`config.mk`:
```
export PLATFORM = sky130hd
export DESIGN_NAME = mem_arbiter_flat
export DESIGN_NICKNAME = d
export VERILOG_FILES = /design/src/rtl/mem_arbiter_pkg.sv /design/src/rtl/mem_arbiter_if.sv /design/src/rtl/mem_arbiter.sv /design/src/flat_wrapper.sv
export SDC_FILE = /design/constraint.sdc
export NUM_CORES = 1
export LEC_CHECK = 0
export ABC_AREA = 1
export BUFFER_PORTS_ARGS = -buffer_cell sky130_fd_sc_hd__buf_2
export CAP_MARGIN = 20
export CORE_MARGIN = 10
export CORE_UTILIZATION = 44
export CTS_BUF_LIST = sky130_fd_sc_hd__clkbuf_2
export DETAILED_ROUTE_END_ITERATION = 7
export MAX_ROUTING_LAYER = met4
export PLACE_DENSITY = 0.83
export SYNTH_ARGS = -nofsm -noshare
export SYNTH_HDL_FRONTEND = slang
export SYNTH_SLANG_ARGS = --single-unit
```
`constraint.sdc`:
```
create_clock -name clk -period 2.25 [get_ports clk]
set_input_delay 0 -clock clk [delete_from_list [all_inputs] [get_ports clk]]
set_output_delay 0 -clock clk [all_outputs]
set_load 0.02 [all_outputs]
```
`src/rtl/mem_arbiter_pkg.sv`:
```
// Shared types for the data-memory arbiter: FSM state encoding and requester ids.
package mem_arbiter_pkg;

   typedef enum logic [1:0] {
      ARB_IDLE  = 2'd0,
      ARB_ISSUE = 2'd1,
      ARB_RESP  = 2'd2
   } arb_state_t;

   typedef enum logic {
      PORT_CPU = 1'b0,
      PORT_AUX = 1'b1
   } port_id_t;

endpackage

```
`src/rtl/mem_arbiter_if.sv`:
```
// Requester and blockram signals of the two-port data-memory arbiter.
interface mem_arbiter_if #(
   parameter int AW = 32,
   parameter int DW = 32
);
   logic              req0, req1;
   logic              we0, we1;
   logic [AW-1:0]     addr0, addr1;
   logic [DW/8-1:0]   be0, be1;
   logic [DW-1:0]     wdata0, wdata1;
   logic              gnt0, gnt1;
   logic              rvalid0, rvalid1;
   logic [DW-1:0]     rdata0, rdata1;
   logic [AW-1:0]     mem_addr;
   logic [DW/8-1:0]   mem_be;
   logic [DW-1:0]     mem_wdata;
   logic              mem_we;
   logic [DW-1:0]     mem_rdata;

   modport slave (
      input  req0, req1, we0, we1, addr0, addr1, be0, be1, wdata0, wdata1, mem_rdata,
      output gnt0, gnt1, rvalid0, rvalid1, rdata0, rdata1,
             mem_addr, mem_be, mem_wdata, mem_we
   );

   modport master (
      output req0, req1, we0, we1, addr0, addr1, be0, be1, wdata0, wdata1, mem_rdata,
      input  gnt0, gnt1, rvalid0, rvalid1, rdata0, rdata1,
             mem_addr, mem_be, mem_wdata, mem_we
   );
endinterface

```
`src/rtl/mem_arbiter.sv`:
```
// CPU-priority arbiter sharing one blockram between the CPU port and an auxiliary port;
// a starvation counter forces an aux grant after STARVE_LIMIT consecutive CPU wins.
//
// state     | meaning
// ARB_IDLE  | no access in flight, arbitrate
// ARB_ISSUE | latched access driven to memory, gnt pulse
// ARB_RESP  | rvalid/rdata to winner, arbitrate again
module mem_arbiter
   import mem_arbiter_pkg::*;
#(
   parameter int AW           = 32,
   parameter int DW           = 32,
   parameter int STARVE_LIMIT = 4
) (
   input  logic        clk,
   input  logic        reset,
   mem_arbiter_if.slave bus
);

   localparam int BW = DW / 8;
   localparam int CW = $clog2(STARVE_LIMIT + 1);
   localparam logic [CW-1:0] LIMIT = CW'(STARVE_LIMIT);

   arb_state_t      state;
   logic [CW-1:0]   starve_cnt;
   port_id_t        lat_id;
   logic            lat_we;
   logic [AW-1:0]   lat_addr;
   logic [BW-1:0]   lat_be;
   logic [DW-1:0]   lat_wdata;
   logic            gnt0_r, gnt1_r, rvalid0_r, rvalid1_r, mem_we_r;

   logic arb_any, pick_aux;
   assign arb_any  = bus.req0 | bus.req1;
   assign pick_aux = bus.req1 & (~bus.req0 | (starve_cnt == LIMIT));

   always_ff @(posedge clk or posedge reset) begin
      if (reset) begin
         state      <= ARB_IDLE;
         starve_cnt <= '0;
         lat_id     <= PORT_CPU;
         lat_we     <= 1'b0;
         lat_addr   <= '0;
         lat_be     <= '0;
         lat_wdata  <= '0;
         gnt0_r     <= 1'b0;
         gnt1_r     <= 1'b0;
         rvalid0_r  <= 1'b0;
         rvalid1_r  <= 1'b0;
         mem_we_r   <= 1'b0;
      end else begin
         gnt0_r    <= 1'b0;
         gnt1_r    <= 1'b0;
         rvalid0_r <= 1'b0;
         rvalid1_r <= 1'b0;
         mem_we_r  <= 1'b0;
         case (state)
            ARB_ISSUE: begin
               rvalid0_r <= (lat_id == PORT_CPU);
               rvalid1_r <= (lat_id == PORT_AUX);
               state     <= ARB_RESP;
            end
            default: begin
               // IDLE and RESP both arbitrate, giving one access per two cycles
               if (arb_any) begin
                  if (pick_aux) begin
                     lat_id     <= PORT_AUX;
                     lat_we     <= bus.we1;
                     lat_addr   <= bus.addr1;
                     lat_be     <= bus.be1;
                     lat_wdata  <= bus.wdata1;
                     gnt1_r     <= 1'b1;
                     mem_we_r   <= bus.we1;
                     starve_cnt <= '0;
                  end else begin
                     lat_id     <= PORT_CPU;
                     lat_we     <= bus.we0;
                     lat_addr   <= bus.addr0;
                     lat_be     <= bus.be0;
                     lat_wdata  <= bus.wdata0;
                     gnt0_r     <= 1'b1;
                     mem_we_r   <= bus.we0;
                     if (!bus.req1)
                        starve_cnt <= '0;
                     else if (starve_cnt != LIMIT)
                        starve_cnt <= starve_cnt + CW'(1);
                  end
                  state <= ARB_ISSUE;
               end else begin
                  state <= ARB_IDLE;
               end
            end
         endcase
      end
   end

   assign bus.gnt0      = gnt0_r;
   assign bus.gnt1      = gnt1_r;
   assign bus.rvalid0   = rvalid0_r;
   assign bus.rvalid1   = rvalid1_r;
   assign bus.rdata0    = (rvalid0_r && !lat_we) ? bus.mem_rdata : '0;
   assign bus.rdata1    = (rvalid1_r && !lat_we) ? bus.mem_rdata : '0;
   assign bus.mem_addr  = lat_addr;
   assign bus.mem_be    = lat_be;
   assign bus.mem_wdata = lat_wdata;
   assign bus.mem_we    = mem_we_r;

endmodule

```
`src/flat_wrapper.sv`:
```
// flat-port wrapper written by rule: the top's interface ports become plain ports
module mem_arbiter_flat import mem_arbiter_pkg::*;
#(
   parameter int AW           = 32,
   parameter int DW           = 32,
   parameter int STARVE_LIMIT = 4
)
  (clk, reset, bus_req0, bus_req1, bus_we0, bus_we1, bus_addr0, bus_addr1, bus_be0, bus_be1, bus_wdata0, bus_wdata1, bus_mem_rdata, bus_gnt0, bus_gnt1, bus_rvalid0, bus_rvalid1, bus_rdata0, bus_rdata1, bus_mem_addr, bus_mem_be, bus_mem_wdata, bus_mem_we);
  mem_arbiter_if #(.AW(AW), .DW(DW)) bus_i ();
  input  logic clk;
  input  logic reset;
  input wire logic [$bits(bus_i.req0)-1:0] bus_req0;
  input wire logic [$bits(bus_i.req1)-1:0] bus_req1;
  input wire logic [$bits(bus_i.we0)-1:0] bus_we0;
  input wire logic [$bits(bus_i.we1)-1:0] bus_we1;
  input wire logic [$bits(bus_i.addr0)-1:0] bus_addr0;
  input wire logic [$bits(bus_i.addr1)-1:0] bus_addr1;
  input wire logic [$bits(bus_i.be0)-1:0] bus_be0;
  input wire logic [$bits(bus_i.be1)-1:0] bus_be1;
  input wire logic [$bits(bus_i.wdata0)-1:0] bus_wdata0;
  input wire logic [$bits(bus_i.wdata1)-1:0] bus_wdata1;
  input wire logic [$bits(bus_i.mem_rdata)-1:0] bus_mem_rdata;
  output wire logic [$bits(bus_i.gnt0)-1:0] bus_gnt0;
  output wire logic [$bits(bus_i.gnt1)-1:0] bus_gnt1;
  output wire logic [$bits(bus_i.rvalid0)-1:0] bus_rvalid0;
  output wire logic [$bits(bus_i.rvalid1)-1:0] bus_rvalid1;
  output wire logic [$bits(bus_i.rdata0)-1:0] bus_rdata0;
  output wire logic [$bits(bus_i.rdata1)-1:0] bus_rdata1;
  output wire logic [$bits(bus_i.mem_addr)-1:0] bus_mem_addr;
  output wire logic [$bits(bus_i.mem_be)-1:0] bus_mem_be;
  output wire logic [$bits(bus_i.mem_wdata)-1:0] bus_mem_wdata;
  output wire logic [$bits(bus_i.mem_we)-1:0] bus_mem_we;
  assign bus_i.req0 = bus_req0;
  assign bus_i.req1 = bus_req1;
  assign bus_i.we0 = bus_we0;
  assign bus_i.we1 = bus_we1;
  assign bus_i.addr0 = bus_addr0;
  assign bus_i.addr1 = bus_addr1;
  assign bus_i.be0 = bus_be0;
  assign bus_i.be1 = bus_be1;
  assign bus_i.wdata0 = bus_wdata0;
  assign bus_i.wdata1 = bus_wdata1;
  assign bus_i.mem_rdata = bus_mem_rdata;
  assign bus_gnt0 = bus_i.gnt0;
  assign bus_gnt1 = bus_i.gnt1;
  assign bus_rvalid0 = bus_i.rvalid0;
  assign bus_rvalid1 = bus_i.rvalid1;
  assign bus_rdata0 = bus_i.rdata0;
  assign bus_rdata1 = bus_i.rdata1;
  assign bus_mem_addr = bus_i.mem_addr;
  assign bus_mem_be = bus_i.mem_be;
  assign bus_mem_wdata = bus_i.mem_wdata;
  assign bus_mem_we = bus_i.mem_we;
  mem_arbiter #(.AW(AW), .DW(DW), .STARVE_LIMIT(STARVE_LIMIT)) u_core (.clk(clk), .reset(reset), .bus(bus_i));
endmodule
```
==> results.toml <==
[run_status]
status = "finished, final reports clean"

[detailed_routing]
drt_pass1_iterations = 8
wl_um = 22900
drt-initial-drc-count = 565
wire_per_inst_um = 17.3
post-route-drc-count = 0
num_vias = 6602
vias_per_cell = 4.99
antenna_left = 0

[global_route]
grt_pass1_wl_um = 34600
grt.total_usage_pct = 29.6
antenna_found_initial = 2
grt_pass1_vias = 6781
grt_max_degree = 49
globalRouteOverflowTotal = 0

[placement]
place_congestion = 0.927
port_buffers = 310
dp_hpwl_um = 14400

[worst_setup_path]
worstReg2RegStart = "u_core.starve_cnt[0]$_DFFE_PP0P_"
crit_fanout = 42
setup.worst_path.class = "flip-flop to flip-flop"
cp-endpoint = "u_core.bus.mem_wdata[6]$_DFFE_PP0P_"
cp-start-kind = "flip-flop"
rr_worst_depth = 10
worstPathRequired_ns = 2.71
r2r_end = "u_core.bus.mem_wdata[6]$_DFFE_PP0P_"
arrival_ns = 2.61
reg2reg_slack_ns = 0.1
crit_path_end_kind = "flip-flop"
crit_start = "u_core.starve_cnt[0]$_DFFE_PP0P_"

[power_and_ir_drop]
p_per_area_nw_per_um2 = 995
total_power_mw = 7.94
power.leakage_nw = 5.03
peakVddDrop_uv = 591

[worst_hold_path]
hp-class = "input port to asynchronous set/reset pin"

[final_layout]
area_growth_pct = 67.6
drive_gt1_share_pct = 29.2
nNetsFinal = 1352

[timing]
period_needed_ns = 2.15
worstMarginPinSlew_ns = 0.694
period_share_pct = 95.6
fmax_mhz = 465
finalHoldViolations = 0
finalSetupViolCount = 0
slew_headroom_pct = 53.7
setup_tns_ns = 0
rsz0062_at_grt = "no"
fin_worst_skew_ns = 0.0351
maxSlewViolCount = 0

[clock_tree]
cts_max_level = 3
cts_buffers = 9
clkSinkCount = 80
cts_root_buf = "clkbuf_2"
cts_buffer_depth = 2
clkSlewWorstSetupHoldPaths_ns = 0.24
clk-insertion-delay-late_ns = 0.54
cts_tree = "built"

[logic_synthesis]
syn_area_um2 = 4760
synth_cell_type_count = 15
netlist.area_leader.share_pct = 42.1
synth_common_cells = "nand2_1 (219), inv_1 (182), nand3_1 (139)"
async_flop_share_pct = 100
seq_area_frac_synth_pct = 42.1
ys.flop_type = "dfrtp_1"
synthTopCellsByArea = "dfrtp_1 (42%), nand2_1 (17%), nand3_1 (15%)"
yosys.area.top_type = "dfrtp_1"
synth_most_common_cell = "nand2_1"
synth_seq_cells = 80
syn-num-nets = 921
synth_edf_count = 0
yosys_warnings = 0
syn_area_per_cell_um2 = 6.39
syn_inst = 745

[floorplan]
design.core.area_um2 = 10400
fp.dieW_um = 124
initial_core_util_pct = 45.7
num_rows = 37
die_y_um = 124
boundaryPins = 311
die_area_um2 = 15400

[job]
drv_cap = 0
## sequential cells by signal (all words and copies together), names as in the netlist
| signal | cells |
|---|---|
| u_core.bus.gnt0 | 1 |
| u_core.bus.gnt1 | 1 |
| u_core.bus.mem_addr | 32 |
| u_core.bus.mem_be | 4 |
| u_core.bus.mem_wdata | 32 |
| u_core.bus.mem_we | 1 |
| u_core.bus.rvalid0 | 1 |
| u_core.bus.rvalid1 | 1 |
| u_core.lat_id | 1 |
| u_core.lat_we | 1 |
| u_core.starve_cnt | 3 |
| u_core.state | 2 |
## cells by family (layout without fill, tap and decap cells)
logic type,after synthesis,count (layout),synth area share (%)
buffers and inverters,226,662,18.9
adders and majority gates,2,2,0.526
AOI/OAI and AO/OA,4,4,0.421
and+or+nand+nor,433,433,38.1
other,0,7,0
DFF,80,80,42.1
## report_power, final
group	switching, mW	internal, mW	leakage (nW)
combinational	2.88	1.64	3.97
sequential	0.400	2.10	0.973
clock	0.532	0.377	0.0822
## layout by cell type, fill, tap and decap left out
cell type and n:
clkinv_2 2, dfrtp_1 80, ha_1 2, nor2_2 1, a21oi_1 2, clkinvlp_4 1
buf_6 1, nand2_1 219, clkbuf_2 11, buf_12 3, nor2_1 69, buf_8 1
bufinv_16 2, buf_2 310, nand3_1 139, dlygate4sd3_1 140, nand2_2 2, inv_2 1
clkinv_4 1, diode_2 7, nand4_1 2, nor2_4 1, inv_1 181, buf_4 8
o21ai_0 2
## final cells by class
cell class	count	area, um2
fillers	693	2440
flip-flops and latches	80	2000
well taps	136	170
clock inverters	5	81.3
inverters	183	688
diodes	7	17.5
repair buffers	463	3100
clock buffers	11	55.1
multi-input cells	439	1860
## how the worst min path moves through the flow
stage                                 from                                   end  slack [ns]
after floorplan           bus_mem_rdata[0]                         bus_rdata0[0]        0.14
final                                reset   u_core.bus.mem_addr[31]$_DFFE_PP0P_        0.08
after detailed placement             reset    u_core.bus.mem_addr[4]$_DFFE_PP0P_        0.12
after global routing              bus_req1             u_core.bus.gnt0$_DFF_PP0_        0.06
after CTS                            reset  u_core.bus.mem_wdata[25]$_DFFE_PP0P_        0.03
after global placement               reset    u_core.bus.mem_addr[4]$_DFFE_PP0P_        0.12
## metrics by stage
step / hold slack, ns / utilization, % / area (um2) / setup WS [ns] / cells
finish: 0.0810 / 76.6 / 7980 / 0.0986 / 1324
global route: 0.0558 / 76.5 / 7970 / 0.00681 / 1319
CTS: 0.0303 / 76.2 / 7940 / 0.0304 / 1317
detailed placement: 0.121 / 61.4 / 6400 / 0.599 / 1161
global placement: 0.119 / 61.4 / 6400 / 0.631 / 1161
floorplan: 0.141 / - / 4760 / 0.198 / 745
## worst max-delay path, stage by stage (launching register included)
cell	delay [ns]
dfrtp_1	0.41
inv_1	0.07
ha_1	0.20
nand2_1	0.08
nand2_2	0.08
nand2_2	0.10
buf_8	0.27
nand2_1	0.12
nand3_1	0.12
dlygate4sd3_1	0.57
nand2_1	0.06
## per-layer routing
metal	vias to the layer above	GRT usage (%)	wire [um]
met5	-	-	0
li1	3042	-	-
met3	146	6.24	2110
met4	0	23.4	1830
met2	478	49.8	11500
met1	2936	29.3	7460
## what timing repair did
action | in CTS | in global routing
endpoints found under the setup margin | 0 | 49
hold buffers | 140 | 0
gates resized for setup | 0 | 7
endpoints found under the hold margin | 143 | 0
buffers inserted | 0 | 0
(Power assumes the default switching activity.)
